## src/rtl/proc_pkg.sv

```systemverilog
// rtl/proc_pkg.sv - shared encodings and address helpers for the data-memory path
package proc_pkg;

    // Responder FSM encoding; values are fixed so traces read the same across blocks
    typedef enum logic [1:0] {
        S_IDLE = 2'b00,
        S_WAIT = 2'b01,
        S_RESP = 2'b10
    } dmem_state_e;

    localparam int ADDR_WIDTH = 32;
    // Byte address -> word address slice
    localparam int WORD_LSB   = 2;
    localparam int WORD_MSB   = ADDR_WIDTH - 1;
    // Wait-state counter
    localparam int CNT_WIDTH  = 4;
    localparam int WAIT_MAX   = (1 << CNT_WIDTH) - 1;

    // Rejects misaligned byte addresses and word indices beyond the array
    function automatic logic addr_error(input logic [ADDR_WIDTH-1:0] addr,
                                        input int unsigned         depth);
        logic [ADDR_WIDTH-1:0] word;
        word = addr >> WORD_LSB;
        return (addr[WORD_LSB-1:0] != '0) || (word >= ADDR_WIDTH'(depth));
    endfunction

endpackage

```

## src/rtl/dmem_responder_if.sv

```systemverilog
// rtl/dmem_responder_if.sv - request/response bundle between the core and the data memory
interface dmem_responder_if #(
    parameter int DATA_WIDTH = 32
);
    import proc_pkg::*;

    logic                  DMEM_req;
    logic                  DMEM_we;
    logic [ADDR_WIDTH-1:0] DMEM_address;
    logic [DATA_WIDTH-1:0] DMEM_data_in;
    logic                  DMEM_ready;
    logic [DATA_WIDTH-1:0] DMEM_data_out;
    logic                  DMEM_error;
    logic                  DMEM_busy;

    // Core side issues accesses and observes completion
    modport master (
        output DMEM_req, DMEM_we, DMEM_address, DMEM_data_in,
        input  DMEM_ready, DMEM_data_out, DMEM_error, DMEM_busy
    );

    // Memory side serves accesses
    modport slave (
        input  DMEM_req, DMEM_we, DMEM_address, DMEM_data_in,
        output DMEM_ready, DMEM_data_out, DMEM_error, DMEM_busy
    );

endinterface

```

## src/rtl/dmem_array.sv

```systemverilog
// rtl/dmem_array.sv - word storage: synchronous write, asynchronous read, never cleared
module dmem_array #(
    parameter int DATA_WIDTH  = 32,
    parameter int DEPTH_WORDS = 64,
    localparam int IDX_W      = (DEPTH_WORDS > 1) ? $clog2(DEPTH_WORDS) : 1
) (
    input  logic                  clk,
    input  logic                  we,
    input  logic [IDX_W-1:0]      waddr,
    input  logic [DATA_WIDTH-1:0] wdata,
    input  logic [IDX_W-1:0]      raddr,
    output logic [DATA_WIDTH-1:0] rdata
);

    logic [DATA_WIDTH-1:0] mem [DEPTH_WORDS];

    // Write port; contents survive reset on purpose
    always_ff @(posedge clk) begin
        if (we) begin
            mem[waddr] <= wdata;
        end
    end

    assign rdata = mem[raddr];

endmodule

```

## src/rtl/dmem_responder.sv

```systemverilog
// rtl/dmem_responder.sv - data-memory responder with configurable wait states and access checks
module dmem_responder
    import proc_pkg::*;
#(
    parameter int DATA_WIDTH  = 32,
    parameter int DEPTH_WORDS = 64,
    parameter int WAIT_CYCLES = 2
) (
    input  logic             SYS_clk,
    input  logic             SYS_reset,
    dmem_responder_if.slave  dmem
);

    localparam int IDX_W = (DEPTH_WORDS > 1) ? $clog2(DEPTH_WORDS) : 1;
    localparam int unsigned DEPTH_U = DEPTH_WORDS;
    localparam logic [CNT_WIDTH-1:0] WAIT_LOAD = CNT_WIDTH'(WAIT_CYCLES);
    // With no wait states the request goes straight to the response cycle
    localparam dmem_state_e FIRST_STATE = (WAIT_CYCLES == 0) ? S_RESP : S_WAIT;

    generate
        if (WAIT_CYCLES < 0 || WAIT_CYCLES > WAIT_MAX) begin : g_bad_wait_cycles
            $error("dmem_responder: WAIT_CYCLES must be within 0..15");
        end
    endgenerate

    dmem_state_e           state_q, state_d;
    logic [CNT_WIDTH-1:0]  cnt_q;
    logic                  we_q;
    logic [ADDR_WIDTH-1:0] addr_q;
    logic [DATA_WIDTH-1:0] wdata_q;
    logic                  err_q;
    logic [DATA_WIDTH-1:0] data_out_q;

    logic                  acc_we;
    logic [ADDR_WIDTH-1:0] acc_addr;
    logic [DATA_WIDTH-1:0] acc_wdata;
    logic                  acc_err;
    logic [IDX_W-1:0]      acc_idx;
    logic                  enter_resp;
    logic                  mem_we;
    logic [DATA_WIDTH-1:0] mem_rdata;

    // Access fields: live inputs when leaving IDLE (only reachable with zero wait
    // states), otherwise the copies captured when the request was accepted
    always_comb begin
        acc_we    = we_q;
        acc_addr  = addr_q;
        acc_wdata = wdata_q;
        if (state_q == S_IDLE) begin
            acc_we    = dmem.DMEM_we;
            acc_addr  = dmem.DMEM_address;
            acc_wdata = dmem.DMEM_data_in;
        end
    end

    assign acc_err    = addr_error(acc_addr, DEPTH_U);
    assign acc_idx    = acc_addr[WORD_LSB +: IDX_W];
    // RESP always returns to IDLE, so reaching RESP next always means entering it
    assign enter_resp = (state_d == S_RESP);
    assign mem_we     = enter_resp && acc_we && !acc_err;

    dmem_array #(
        .DATA_WIDTH  (DATA_WIDTH),
        .DEPTH_WORDS (DEPTH_WORDS)
    ) u_array (
        .clk   (SYS_clk),
        .we    (mem_we),
        .waddr (acc_idx),
        .wdata (acc_wdata),
        .raddr (acc_idx),
        .rdata (mem_rdata)
    );

    // Next-state decode; requests are only looked at in IDLE
    always_comb begin
        state_d = state_q;
        case (state_q)
            S_IDLE: begin
                if (dmem.DMEM_req) begin
                    state_d = FIRST_STATE;
                end
            end
            S_WAIT: begin
                if (cnt_q == CNT_WIDTH'(1)) begin
                    state_d = S_RESP;
                end
            end
            S_RESP:  state_d = S_IDLE;
            default: state_d = S_IDLE;
        endcase
    end

    // State register, wait counter and request capture
    always_ff @(posedge SYS_clk or posedge SYS_reset) begin
        if (SYS_reset) begin
            state_q <= S_IDLE;
            cnt_q   <= '0;
            we_q    <= 1'b0;
            addr_q  <= '0;
            wdata_q <= '0;
        end else begin
            state_q <= state_d;
            if (state_q == S_IDLE && dmem.DMEM_req) begin
                cnt_q   <= WAIT_LOAD;
                we_q    <= dmem.DMEM_we;
                addr_q  <= dmem.DMEM_address;
                wdata_q <= dmem.DMEM_data_in;
            end else if (state_q == S_WAIT) begin
                cnt_q <= cnt_q - CNT_WIDTH'(1);
            end
        end
    end

    // Completion result, loaded on the edge entering RESP and held until the next one
    always_ff @(posedge SYS_clk or posedge SYS_reset) begin
        if (SYS_reset) begin
            err_q      <= 1'b0;
            data_out_q <= '0;
        end else if (enter_resp) begin
            err_q <= acc_err;
            if (acc_err) begin
                data_out_q <= '0;
            end else if (!acc_we) begin
                data_out_q <= mem_rdata;
            end
        end
    end

    assign dmem.DMEM_ready    = (state_q == S_RESP);
    assign dmem.DMEM_error    = (state_q == S_RESP) && err_q;
    assign dmem.DMEM_busy     = (state_q != S_IDLE);
    assign dmem.DMEM_data_out = data_out_q;

endmodule

```

## src/flat_wrapper.sv

```systemverilog
// flat-port wrapper written by rule: the top's interface ports become plain ports
module dmem_responder_flat import proc_pkg::*;
#(
    parameter int DATA_WIDTH  = 32,
    parameter int DEPTH_WORDS = 64,
    parameter int WAIT_CYCLES = 2
)
  (SYS_clk, SYS_reset, dmem_DMEM_req, dmem_DMEM_we, dmem_DMEM_address, dmem_DMEM_data_in, dmem_DMEM_ready, dmem_DMEM_data_out, dmem_DMEM_error, dmem_DMEM_busy);
  dmem_responder_if #(.DATA_WIDTH(DATA_WIDTH)) dmem_i ();
  input  logic SYS_clk;
  input  logic SYS_reset;
  input wire logic [$bits(dmem_i.DMEM_req)-1:0] dmem_DMEM_req;
  input wire logic [$bits(dmem_i.DMEM_we)-1:0] dmem_DMEM_we;
  input wire logic [$bits(dmem_i.DMEM_address)-1:0] dmem_DMEM_address;
  input wire logic [$bits(dmem_i.DMEM_data_in)-1:0] dmem_DMEM_data_in;
  output wire logic [$bits(dmem_i.DMEM_ready)-1:0] dmem_DMEM_ready;
  output wire logic [$bits(dmem_i.DMEM_data_out)-1:0] dmem_DMEM_data_out;
  output wire logic [$bits(dmem_i.DMEM_error)-1:0] dmem_DMEM_error;
  output wire logic [$bits(dmem_i.DMEM_busy)-1:0] dmem_DMEM_busy;
  assign dmem_i.DMEM_req = dmem_DMEM_req;
  assign dmem_i.DMEM_we = dmem_DMEM_we;
  assign dmem_i.DMEM_address = dmem_DMEM_address;
  assign dmem_i.DMEM_data_in = dmem_DMEM_data_in;
  assign dmem_DMEM_ready = dmem_i.DMEM_ready;
  assign dmem_DMEM_data_out = dmem_i.DMEM_data_out;
  assign dmem_DMEM_error = dmem_i.DMEM_error;
  assign dmem_DMEM_busy = dmem_i.DMEM_busy;
  dmem_responder #(.DATA_WIDTH(DATA_WIDTH), .DEPTH_WORDS(DEPTH_WORDS), .WAIT_CYCLES(WAIT_CYCLES)) u_core (.SYS_clk(SYS_clk), .SYS_reset(SYS_reset), .dmem(dmem_i));
endmodule
```

## config.mk

```make
export PLATFORM = sky130hd
export DESIGN_NAME = dmem_responder_flat
export DESIGN_NICKNAME = d
export VERILOG_FILES = /design/src/rtl/proc_pkg.sv /design/src/rtl/dmem_responder_if.sv /design/src/rtl/dmem_array.sv /design/src/rtl/dmem_responder.sv /design/src/flat_wrapper.sv
export SDC_FILE = /design/constraint.sdc
export NUM_CORES = 2
export LEC_CHECK = 0
export CAP_MARGIN = 20
export CORE_MARGIN = 2
export CORE_UTILIZATION = 55
export CTS_CLUSTER_SIZE = 40
export DETAILED_ROUTE_END_ITERATION = 10
export PLACE_DENSITY = 0.71
export REMOVE_ABC_BUFFERS = 1
export SETUP_SLACK_MARGIN = 0.1
export SYNTH_ARGS = -nofsm -noshare
export SYNTH_HDL_FRONTEND = slang
export SYNTH_HIERARCHICAL = 1
export SYNTH_SLANG_ARGS = --single-unit
```

## constraint.sdc

```tcl
create_clock -name SYS_clk -period 7.56 [get_ports SYS_clk]
set_input_delay 1.512 -clock SYS_clk [delete_from_list [all_inputs] [get_ports SYS_clk]]
set_output_delay 1.512 -clock SYS_clk [all_outputs]
set_load 0.02 [all_outputs]
```

==> results.yml <==
synth:
  synth_mux_area_share_pct: 16.54
  synth_top_cell_by_area: "edfxtp_1"
  synth_area_leaders: "edfxtp_1 (75%), mux4_2 (15%), dfrtp_1 (3.2%)"
  synthCells: 3739
  synth_compound_area_share_pct: 1.999
  ys.flop_type: "edfxtp_1"
  synth_edf_count: 2048
  yosys.area_share.adder_pct: 0.03038
  yosys_warnings: 6
  synth-xor-area-share_pct: 0
  avgSynthCellArea_um2: 22.03
  synth-simple-area-share_pct: 2.377
  synth_area_um2: 82380
  async_flop_share_pct: 4.833
  synth_cell_type_count: 49
  ys_ff_latch: 2152
  synth_top_family_by_area: "multiplexers"
  ys_seq_area_share_pct: 77.82
  yosysTopAreaCellShare_pct: 74.66
placement:
  dp_cells: 5717
  place_hpwl_um: 120300
  gp_congestion: 0.8416
  pre_cts_slack_ns: 1.062
  port_buffers: 102
  dpl_cell_area_um2: 86720
pwr:
  p_int_mw: 25.65
  power_frac_clock_pct: 24.9
  p_leak_nw: 29.68
  p_switching_mw: 13.83
  ir_drop_uv: 327.0
  sw_frac_of_total_pct: 35.03
  p_per_area_nw_per_um2: 423.4
  comb_power_share_pct: 35.7
  seq_power_share_pct: 39.4
global_route:
  grtUsageMet1_pct: 38.77
  grtUsageTotal_pct: 27.51
  antenna_found_initial: 13
  busiest_layer: "met2"
  grt_max_degree: 71
  met3_usage_pct: 6.787
  grt_pass1_wl_um: 294200
  grt_remaining_overflow: 0
  met2_usage_pct: 42.99
  first_global_vias: 39440
cells_and_area:
  nNetsFinal: 4053
  fin_cells: 6103
  nFillCells: 9831
  design_area_um2: 93270
  syn_to_final_growth_pct: 13.22
  drive_above_1_share_pct: 25.91
  regArea_um2: 64100
  fin_util_pct: 62.49
  multi_input_area_um2: 17900
critical_path:
  worstSetupPathType: "input pin to register"
  reg2reg_setup_slack_ns: 2.54
  r2r_cells: 11
  end_kind: "register"
  rr_startpoint: "u_core/state_q[0]$_DFF_PP0_"
  max_stage_delay_ns: 0.88
  startpoint: "dmem_DMEM_address[9]"
  worstPathMaxFanout: 21
  r2r_end: "u_core/dmem.DMEM_data_out[4]$_DFFE_PP0P_"
  crit_required_ns: 8.10
  setup.worst_path.start_class: "input pin"
  crit_path_top_delay_cell: "nor2_4"
  arrival_ns: 6.18
  crit_path_end: "u_core/u_array/mem[0][10]$_DFFE_PP_"
  crit_chain: "clkdlybuf4s50_1 > nor4_1 > nand4_1 > a222oi_1 > and3_1 > nor2b_1 > nand2_1 > nor2_4 > buf_4"
clock_network:
  numClockSinks: 2152
  clock_path_buffers: 3
  post_cts_resized: 0
  htree_levels: 4
  clk_pin_slew_worst_paths_ns: 0.06
  cts-root-buf: "clkbuf_16"
  ctsHoldBuffers: 0
  cts_setup_buffers: 0
  cts_buffers: 204
  cts_tree: "done"
  clock_insertion_delay_worst_skew_ns: 0.84
drt:
  ant_nets: 0
  route.detailed.drc: 0
  wirelength_um: 207400
  drt-pass1-iter-count: 5
  drtIter0Drc: 6072
  post_drt_wl_per_cell_um: 33.98
  routed_via_density: 6.652
  routed-via-count: 40600
floorplan:
  die_w_um: 391.0
  die-area_um2: 152900
  initial_core_util_pct: 55.20
  boundaryPins: 103
  die_y_um: 391.0
  num_rows: 142
  core_area_um2: 149200
min_path:
  hold_class: "register to register"
  whs_path_depth: 2
sta:
  hold_viol: 0
  maxSlewHeadroom_pct: 24.21
  fin_skew_ns: 0.03907
  rsz0062_at_grt: "false"
  layout_min_cycle_time_ns: 5.643
  fin_crit_sh_pct: 74.64
  max_freq_mhz: 177.2
  drv_slew: 0
  worstMarginPinSlew_ns: 1.137
  fin_tns_setup_ns: 0
  setup_slack_ns: 1.917
  finalSetupViolCount: 0
outcome:
  status: "finished, final reports clean"
job:
  drv_cap: 0
## power groups by stage
stage / Combinational, mW / Sequential (mW) / Clock [mW]
2_1_floorplan: 8.65 / 15.8 / 0
3_3_place_gp: 13.9 / 15.8 / 0
3_5_place_dp: 14.0 / 15.8 / 0
4_1_cts: 14.1 / 15.5 / 9.97
5_1_grt: 14.7 / 15.6 / 10.4
6_report: 14.1 / 15.5 / 9.85
## layer usage
| layer | vias up | share of wire, % |
|---|---|---|
| met5 | - | 0.026 |
| met4 | 8 | 3.1 |
| met3 | 329 | 11 |
| met2 | 2459 | 48 |
| met1 | 21650 | 37 |
| li1 | 16150 | - |
## worst min path at each step
stage / from / end / slack [ns]
after floorplan: u_core/we_q$_DFFE_PP0P_ / u_core/we_q$_DFFE_PP0P_ / 0.44
after global placement: u_core/wdata_q[1]$_DFFE_PP0P_ / u_core/wdata_q[1]$_DFFE_PP0P_ / 0.45
after detailed placement: u_core/wdata_q[20]$_DFFE_PP0P_ / u_core/wdata_q[20]$_DFFE_PP0P_ / 0.47
after CTS: u_core/wdata_q[20]$_DFFE_PP0P_ / u_core/wdata_q[20]$_DFFE_PP0P_ / 0.48
after global routing: u_core/addr_q[29]$_DFFE_PP0P_ / u_core/addr_q[29]$_DFFE_PP0P_ / 0.51
final: u_core/addr_q[7]$_DFFE_PP0P_ / u_core/addr_q[7]$_DFFE_PP0P_ / 0.48
## cells in the final DEF, fill, tap and decap left out, drive strengths merged, types with 3 or more instances in the layout
master / instances
a21oi: 63
a22o: 32
a22oi: 13
a311oi: 8
a41o: 4
and2: 4
and3: 5
buf: 142
bufinv: 12
clkbuf: 287
clkdlybuf4s50: 102
clkinv: 71
dfrtp: 104
diode: 6
edfxtp: 2048
inv: 9
mux2: 39
mux2i: 93
mux4: 544
nand2: 225
nand2b: 9
nand3: 12
nand3b: 5
nand4: 4
nor2: 139
nor2b: 16
nor3: 11
nor4: 10
o21ai: 3
o221ai: 27
o22ai: 84
o32ai: 4
or2: 3
or3: 3
or3b: 5
## registers in the layout (all words and copies together), names as in the netlist
register,count
u_core/cnt_q,4
u_core/dmem.DMEM_data_out,32
u_core/wdata_q,32
u_core/state_q,2
u_core/we_q,1
u_core/addr_q,32
u_core/u_array/mem,2048
u_core/err_q,1
## critical path, delay by kind of cell
family / cells / cell delay (ns)
and+or+nand+nor: 6 / 3.32
buffers and inverters: 2 / 0.71
AOI/OAI and AO/OA: 1 / 0.60
## through the flow
stage | total power [mW] | hold slack, ns
global placement | 29.62 | 0.4549
CTS | 39.60 | 0.4804
finish | 39.49 | 0.4792
floorplan | 24.41 | 0.4401
global route | 40.64 | 0.5057
detailed placement | 29.83 | 0.4669
## area by class of cell
| type | instances | share of cell area, % |
|---|---|---|
| Antenna cell | 6 | 0.01610 |
| Clock buffer | 287 | 6.026 |
| Clock inverter | 89 | 0.8854 |
| Inverter | 5 | 0.02415 |
| Multi-Input combinational cell | 1376 | 19.20 |
| Sequential cell | 2152 | 68.73 |
| Tap cell | 1944 | 2.608 |
| Timing Repair Buffer | 244 | 2.517 |
## synth_stat cells (9+ instances only)
master	n
buf_2	60
nand2b_1	9
nor2_1	138
o221ai_1	27
buf_4	25
mux2i_1	93
clkbuf_1	87
edfxtp_1	2048
nor2b_1	16
nand3_1	12
nor4_1	10
mux4_2	544
a21oi_1	63
nor3_1	11
nand2_1	225
dfrtp_1	104
o22ai_1	84
buf_1	26
mux2_2	39
a22oi_1	13
a22o_1	32
## cell families after synthesis
kind of cell	count (synthesis)
AOI/OAI and AO/OA	242
buffers and inverters	211
muxes	676
DFF	2152
and+or+nand+nor	456
adders and majority gates	2
Note: power is estimated with default switching activity, not from simulation.
